===== src/rtl/alu_issue_rv32i_if.sv =====
// Issue-stage bundle: upstream instr/operand handshake in, ALU operand/control bundle out.
// master drives the stage (fetch/regfile side plus ALU ready); slave is the issue stage.
interface alu_issue_rv32i_if #(
    parameter int unsigned XLEN = 32
);
    logic            flush;
    logic            in_valid;
    logic            in_ready;
    logic [31:0]     instr;
    logic [XLEN-1:0] pc;
    logic [XLEN-1:0] rs1_data;
    logic [XLEN-1:0] rs2_data;
    logic            out_valid;
    logic            out_ready;
    logic [XLEN-1:0] in1;
    logic [XLEN-1:0] in2;
    logic [1:0]      cu_ALUtype;
    logic            cu_adtype;
    logic [1:0]      cu_gatype;
    logic [1:0]      cu_shiftype;
    logic            cu_sltype;
    logic [4:0]      rd;
    logic            illegal;
    logic            illegal_seen;

    modport master (
        output flush, in_valid, instr, pc, rs1_data, rs2_data, out_ready,
        input  in_ready, out_valid, in1, in2, cu_ALUtype, cu_adtype, cu_gatype,
               cu_shiftype, cu_sltype, rd, illegal, illegal_seen
    );

    modport slave (
        input  flush, in_valid, instr, pc, rs1_data, rs2_data, out_ready,
        output in_ready, out_valid, in1, in2, cu_ALUtype, cu_adtype, cu_gatype,
               cu_shiftype, cu_sltype, rd, illegal, illegal_seen
    );
endinterface


===== src/rtl/alu_issue_rv32i.sv =====
// RV32I ALU decode/issue stage: decodes OP/OP-IMM/LUI/AUIPC, selects operands and holds
// the resulting ALU control bundle in one valid/ready register stage.
module alu_issue_rv32i #(
    parameter int unsigned XLEN = 32
) (
    input logic              clock,
    input logic              rstn,
    alu_issue_rv32i_if.slave bus
);

    localparam logic [6:0] OpcReg   = 7'b0110011;
    localparam logic [6:0] OpcImm   = 7'b0010011;
    localparam logic [6:0] OpcLui   = 7'b0110111;
    localparam logic [6:0] OpcAuipc = 7'b0010111;

    typedef enum logic [1:0] {AluAdd = 2'b00, AluGate = 2'b01, AluShift = 2'b10, AluSlt = 2'b11}
        alu_type_e;

    typedef struct packed {
        logic [XLEN-1:0] in1;
        logic [XLEN-1:0] in2;
        logic [1:0]      alu_type;
        logic            ad;
        logic [1:0]      ga;
        logic [1:0]      sh;
        logic            sl;
        logic [4:0]      rd;
    } bundle_t;

    bundle_t    dec;
    logic       dec_illegal;
    bundle_t    fn;
    logic [2:0] f3;
    logic [6:0] f7;
    logic       f7_ok;

    bundle_t bundle_q;
    logic    valid_q;
    logic    illegal_q;
    logic    seen_q;
    logic    in_ready;
    logic    capture;

    assign f3 = bus.instr[14:12];
    assign f7 = bus.instr[31:25];

    // funct3 -> ALU control, shared by OP and OP-IMM; instr[30] selects SUB/SRA
    always_comb begin
        fn = '0;
        case (f3)
            3'b000: begin fn.alu_type = AluAdd;   fn.ad = bus.instr[30];        end
            3'b001: begin fn.alu_type = AluShift; fn.sh = 2'b00;                end
            3'b010: begin fn.alu_type = AluSlt;   fn.sl = 1'b0;                 end
            3'b011: begin fn.alu_type = AluSlt;   fn.sl = 1'b1;                 end
            3'b100: begin fn.alu_type = AluGate;  fn.ga = 2'b00;                end
            3'b101: begin fn.alu_type = AluShift;
                          fn.sh = bus.instr[30] ? 2'b10 : 2'b01;                end
            3'b110: begin fn.alu_type = AluGate;  fn.ga = 2'b01;                end
            3'b111: begin fn.alu_type = AluGate;  fn.ga = 2'b10;                end
            default: fn = '0;
        endcase
    end

    always_comb begin
        dec         = '0;
        dec_illegal = 1'b0;
        f7_ok       = 1'b0;
        case (bus.instr[6:0])
            OpcReg: begin
                dec     = fn;
                dec.in1 = bus.rs1_data;
                dec.in2 = bus.rs2_data;
                f7_ok   = (f7 == 7'b0000000) ||
                          (f7 == 7'b0100000 && (f3 == 3'b000 || f3 == 3'b101));
                dec_illegal = !f7_ok;
            end
            OpcImm: begin
                dec     = fn;
                dec.ad  = 1'b0;
                dec.in1 = bus.rs1_data;
                if (f3 == 3'b001 || f3 == 3'b101) begin
                    dec.in2 = {{(XLEN-5){1'b0}}, bus.instr[24:20]};
                    f7_ok   = (f7 == 7'b0000000) || (f7 == 7'b0100000 && f3 == 3'b101);
                    dec_illegal = !f7_ok;
                end else begin
                    dec.in2 = {{(XLEN-12){bus.instr[31]}}, bus.instr[31:20]};
                end
            end
            OpcLui: begin
                dec.alu_type = AluAdd;
                dec.in1      = '0;
                dec.in2      = {bus.instr[31:12], 12'b0};
            end
            OpcAuipc: begin
                dec.alu_type = AluAdd;
                dec.in1      = bus.pc;
                dec.in2      = {bus.instr[31:12], 12'b0};
            end
            default: dec_illegal = 1'b1;
        endcase
        dec.rd = bus.instr[11:7];
        // Illegal entries carry an all-zero bundle so the ALU sees a harmless add of zeros
        if (dec_illegal) begin
            dec = '0;
        end
    end

    assign in_ready = !valid_q || bus.out_ready;
    assign capture  = bus.in_valid && in_ready;

    always_ff @(posedge clock or negedge rstn) begin
        if (!rstn) begin
            valid_q   <= 1'b0;
            illegal_q <= 1'b0;
            seen_q    <= 1'b0;
            bundle_q  <= '0;
        end else if (bus.flush) begin
            valid_q   <= 1'b0;
            illegal_q <= 1'b0;
        end else if (capture) begin
            valid_q   <= 1'b1;
            illegal_q <= dec_illegal;
            bundle_q  <= dec;
            if (dec_illegal) begin
                seen_q <= 1'b1;
            end
        end else if (bus.out_ready) begin
            valid_q <= 1'b0;
        end
    end

    assign bus.in_ready     = in_ready;
    assign bus.out_valid    = valid_q;
    assign bus.in1          = bundle_q.in1;
    assign bus.in2          = bundle_q.in2;
    assign bus.cu_ALUtype   = bundle_q.alu_type;
    assign bus.cu_adtype    = bundle_q.ad;
    assign bus.cu_gatype    = bundle_q.ga;
    assign bus.cu_shiftype  = bundle_q.sh;
    assign bus.cu_sltype    = bundle_q.sl;
    assign bus.rd           = bundle_q.rd;
    assign bus.illegal      = illegal_q;
    assign bus.illegal_seen = seen_q;

endmodule


===== src/flat_wrapper.sv =====
// flat-port wrapper written by rule: the top's interface ports become plain ports
module alu_issue_rv32i_flat 
#(
    parameter int unsigned XLEN = 32
)
  (clock, rstn, bus_flush, bus_in_valid, bus_instr, bus_pc, bus_rs1_data, bus_rs2_data, bus_out_ready, bus_in_ready, bus_out_valid, bus_in1, bus_in2, bus_cu_ALUtype, bus_cu_adtype, bus_cu_gatype, bus_cu_shiftype, bus_cu_sltype, bus_rd, bus_illegal, bus_illegal_seen);
  alu_issue_rv32i_if #(.XLEN(XLEN)) bus_i ();
  input logic clock;
  input logic rstn;
  input wire logic [$bits(bus_i.flush)-1:0] bus_flush;
  input wire logic [$bits(bus_i.in_valid)-1:0] bus_in_valid;
  input wire logic [$bits(bus_i.instr)-1:0] bus_instr;
  input wire logic [$bits(bus_i.pc)-1:0] bus_pc;
  input wire logic [$bits(bus_i.rs1_data)-1:0] bus_rs1_data;
  input wire logic [$bits(bus_i.rs2_data)-1:0] bus_rs2_data;
  input wire logic [$bits(bus_i.out_ready)-1:0] bus_out_ready;
  output wire logic [$bits(bus_i.in_ready)-1:0] bus_in_ready;
  output wire logic [$bits(bus_i.out_valid)-1:0] bus_out_valid;
  output wire logic [$bits(bus_i.in1)-1:0] bus_in1;
  output wire logic [$bits(bus_i.in2)-1:0] bus_in2;
  output wire logic [$bits(bus_i.cu_ALUtype)-1:0] bus_cu_ALUtype;
  output wire logic [$bits(bus_i.cu_adtype)-1:0] bus_cu_adtype;
  output wire logic [$bits(bus_i.cu_gatype)-1:0] bus_cu_gatype;
  output wire logic [$bits(bus_i.cu_shiftype)-1:0] bus_cu_shiftype;
  output wire logic [$bits(bus_i.cu_sltype)-1:0] bus_cu_sltype;
  output wire logic [$bits(bus_i.rd)-1:0] bus_rd;
  output wire logic [$bits(bus_i.illegal)-1:0] bus_illegal;
  output wire logic [$bits(bus_i.illegal_seen)-1:0] bus_illegal_seen;
  assign bus_i.flush = bus_flush;
  assign bus_i.in_valid = bus_in_valid;
  assign bus_i.instr = bus_instr;
  assign bus_i.pc = bus_pc;
  assign bus_i.rs1_data = bus_rs1_data;
  assign bus_i.rs2_data = bus_rs2_data;
  assign bus_i.out_ready = bus_out_ready;
  assign bus_in_ready = bus_i.in_ready;
  assign bus_out_valid = bus_i.out_valid;
  assign bus_in1 = bus_i.in1;
  assign bus_in2 = bus_i.in2;
  assign bus_cu_ALUtype = bus_i.cu_ALUtype;
  assign bus_cu_adtype = bus_i.cu_adtype;
  assign bus_cu_gatype = bus_i.cu_gatype;
  assign bus_cu_shiftype = bus_i.cu_shiftype;
  assign bus_cu_sltype = bus_i.cu_sltype;
  assign bus_rd = bus_i.rd;
  assign bus_illegal = bus_i.illegal;
  assign bus_illegal_seen = bus_i.illegal_seen;
  alu_issue_rv32i #(.XLEN(XLEN)) u_core (.clock(clock), .rstn(rstn), .bus(bus_i));
endmodule

===== config.mk =====
export PLATFORM = sky130hd
export DESIGN_NAME = alu_issue_rv32i_flat
export DESIGN_NICKNAME = d
export VERILOG_FILES = /design/src/rtl/alu_issue_rv32i_if.sv /design/src/rtl/alu_issue_rv32i.sv /design/src/flat_wrapper.sv
export SDC_FILE = /design/constraint.sdc
export NUM_CORES = 1
export LEC_CHECK = 0
export ABC_AREA = 1
export CAP_MARGIN = 20
export CORE_ASPECT_RATIO = 1.2
export CORE_UTILIZATION = 42
export CTS_CLUSTER_DIAMETER = 80
export DETAILED_ROUTE_END_ITERATION = 8
export GPL_ROUTABILITY_DRIVEN = 0
export PLACE_DENSITY_LB_ADDON = 0.3
export SLEW_MARGIN = 20
export SYNTH_ARGS = -nofsm -noshare
export SYNTH_HDL_FRONTEND = slang
export SYNTH_SLANG_ARGS = --single-unit

===== constraint.sdc =====
create_clock -name clock -period 1.6 [get_ports clock]
set_input_delay 0.24 -clock clock [delete_from_list [all_inputs] [get_ports clock]]
set_output_delay 0.24 -clock clock [all_outputs]
set_load 0.01 [all_outputs]

==> metrics.csv <==
stage,metric,value,unit
worst_setup_path,crit path max fanout,8,
power,Clock power frac,37.5,%
worst_setup_path,delay of the slowest cell on the worst path,0.50,ns
cts,Clock Tree Root,clkbuf_16,
floorplanning,Initial Util,43.12,%
status,status,"finished, violations left",
route,drt total wl,16.16,mm
worst_setup_path,CP startpoint kind,input pin,
cells_and_area,final core utilization,73.44,%
global_route,GRT Util Overall,27.15,%
power,Sw Share,24.79,%
global_route,grt total ovfl,0,
floorplanning,core area,10520,um^2
route,Initial DRC Count,279,
power,Cell Int Power,4.545,mW
power,switching power,1.498,mW
yosys,Seq cells post-synth,80,
sta,Rel. slew slack,69.93,%
route,router iterations before antenna repair,6,
yosys,Yosys top cell area share,44.15,%
cells_and_area,Fillers,768,
worst_setup_path,crit path DAT,1.91,ns
yosys,Yosys top cell by area,dfrtp_1,
power,Combinational Power Share,24.4,%
floorplanning,Core Rows,41,
route,post-route DRC violation count,0,
power,static leakage,3.467,nW
cells_and_area,area grow syn2layout,70.34,%
cts,TritonCTS clock tree,built,
cts,clock slew at reported path FFs,0.06,ns
sta,fmax,598.4,MHz
sta,final setup fails,11,
placement,port buffer count,213,
route,drt wl/cell,16.56,um
placement,dpl ws,-0.3927,ns
cells_and_area,most frequent cells in the layout,"clkdlybuf4s50_1 (206), nand2_1 (137), nand3_1 (100)",
sta,fin crit share,104.4,%
cts,CTS sink cnt,80,
sta,Final min period,1.671,ns
sta,Hold Fails Final Rpt,0,
worst_setup_path,CP bufs+invs,4,
sta,Final Skew,0.005986,ns
cells_and_area,Final Non-Filler Cells,976,
status,failing checks,negative setup slack,
cts,Max H-tree Level,3,
hold_path,Hold Path Class,in2reg,
cells_and_area,Register Area,2002,um^2
sta,total negative slack,-0.1492,ns
worst_setup_path,CP Cell Sequence,"clkdlybuf4s50_1, nand2_2, buf_6, nor3_4, buf_12, clkbuf_16, nand2_1, nand3_1, o21ai_0, a21oi_1",
cells_and_area,ANT cells,0,
yosys,Yosys Warn Count,0,
yosys,register area share after synthesis,44.15,%
cells_and_area,post-route cell area,7724,um^2
worst_setup_path,critical path class,in2reg,
cts,number of CTS-inserted buffers,9,
route,Routed Antenna Nets,0,
power,Power Density,782.3,nW/um^2
worst_setup_path,CP endpoint kind,register,
yosys,Mapped Cells,600,
floorplanning,Die Area,11220,um^2
power,Overall Power,6.043,mW
yosys,Post-Syn Nets,733,
cells_and_area,final net count,975,
sta,Slew @ Worst Pin,0.4510,ns
power,sequential power share,38.0,%
worst_setup_path,crit-path leading delay family,buffers and inverters,
global_route,first-pass GRT wire length,24.23,mm
yosys,Unique masters post-synth,26,
worst_setup_path,Worst path slowest cell,clkdlybuf4s50_1,
cts,Max clock buf depth,2,
route,vias per inst,5.351,
worst_setup_path,worst path required time,1.84,ns
placement,cell total after placement,949,
sta,final worst setup slack,-0.07100,ns
sta,max-slew violations,0,
yosys,Post-Syn Area,4534,um^2
cells_and_area,share of cells above drive strength 1,17.24,%
placement,area of placed instances,7123,um^2
global_route,vias in the first global route,4921,
run,Max Cap Viol,0,
global_route,initial antenna violation count,0,
floorplanning,Die Span X,96.85,um
floorplanning,Ports,214,
cells_and_area,"commonest non-fill, non-tap cell in the layout",clkdlybuf4s50_1,
route,Via Count,5223,
yosys,synth top area cells,"dfrtp_1 (44%), nand2_1 (12%), nand3_1 (11%), a21oi_1 (7.2%), o21ai_0 (6.5%)",
floorplanning,Chip Height,115.8,um
sta,hold_ws,0.3735,ns
global_route,largest net degree at the start of global routing,58,
cells_and_area,multi-input logic area,2216,um^2
yosys,mean area per synthesized cell,7.557,um^2
cts,worst-skew pair later-pin latency,0.33,ns
placement,hpwl dp,11.11,mm
power,Peak VDD IR,0.6192,mV
sta,RSZ-0062 raised after global routing,true,
cells in the mapped netlist:
master / instances
nor2_1: 16
o21ai_0: 59
inv_2: 2
o22ai_1: 1
nand3_2: 1
nor3_2: 1
o21ai_1: 2
nor3_1: 2
nand3_1: 103
buf_2: 20
buf_6: 7
buf_4: 3
nand4_1: 3
or2_2: 20
inv_1: 31
a21oi_1: 65
nor2_4: 3
nand2_1: 141
a21oi_2: 11
nand3b_1: 1
dfrtp_1: 80
buf_1: 2
clkbuf_1: 16
nand2_2: 4
nand3_4: 1
o21ai_2: 5
repair_timing:
item,4_1_cts,5_1_grt
pin swaps,1,4
hold buffers,1,0
endpoints found under the setup margin,19,75
resized for setup,9,48
setup buffers,2,5
hold endpoints to repair,31,0
cloned,1,4
worst reg2reg max path, cell delays in order (launching register included):
cell and delay, ns:
dfrtp_1 0.39, nand2_2 0.11, nand3_2 0.11, inv_4 0.16
buf_16 0.25, nand3_1 0.12, o21ai_0 0.12, a21oi_1 0.10
worst paths after layout:
path                                      startpoint                         to  slack, ns  cells past startpoint
max in group asynchronous                       rstn  u_core.bus.cu_shiftype[0]       0.67                      3
min reg2reg                u_core.bus.cu_shiftype[0]  u_core.bus.cu_shiftype[0]       0.48                      2
min                                    bus_instr[13]   u_core.bus.cu_ALUtype[0]       0.37                      3
max                                     bus_instr[1]         u_core.bus.in1[31]      -0.07                     10
max reg2reg                     u_core.bus.out_valid         u_core.bus.in1[31]       0.11                      7
min in group asynchronous                       rstn         u_core.bus.in1[18]       0.39                      2
flip-flops by register name, indices dropped and copies added, names as in the netlist:
signal and cells:
u_core.bus.in2 32, u_core.bus.cu_ALUtype 2, u_core.bus.cu_gatype 2, u_core.bus.cu_shiftype 2, u_core.bus.illegal_seen 1, u_core.bus.illegal 1
u_core.bus.in1 32, u_core.bus.cu_sltype 1, u_core.bus.rd 5, u_core.bus.cu_adtype 1, u_core.bus.out_valid 1
layout make-up:
cell class | instances | share of cell area, %
clock buffers | 14 | 3.548
clock inverters | 2 | 0.7776
inverters | 33 | 1.636
multi-input cells | 439 | 28.69
flip-flops and latches | 80 | 25.92
well taps | 129 | 2.090
repair buffers | 279 | 37.34
layer usage:
metal / track usage, % / routed length (um)
met5: 0 / 0
met4: 10.15 / 394
met3: 6.092 / 1155
met2: 50.09 / 8526
met1: 30.83 / 6081
cell families after synthesis:
kind of cell | synth area share (%)
flip-flops | 44.15
buffers and inverters | 8.665
AO/OA/AOI/OAI | 17.14
AND/OR/NAND/NOR | 30.05
power groups by stage:
| stage | sequential, mW | clock (mW) | combinational [mW] |
|---|---|---|---|
| 2_1_floorplan | 2.39 | 0 | 0.411 |
| 3_5_place_dp | 2.32 | 0 | 1.42 |
| 6_report | 2.30 | 2.27 | 1.48 |
| 5_1_grt | 2.32 | 2.40 | 1.58 |
| 3_3_place_gp | 2.32 | 0 | 1.39 |
| 4_1_cts | 2.29 | 2.31 | 1.44 |
Power figures use the tool's default switching activity.
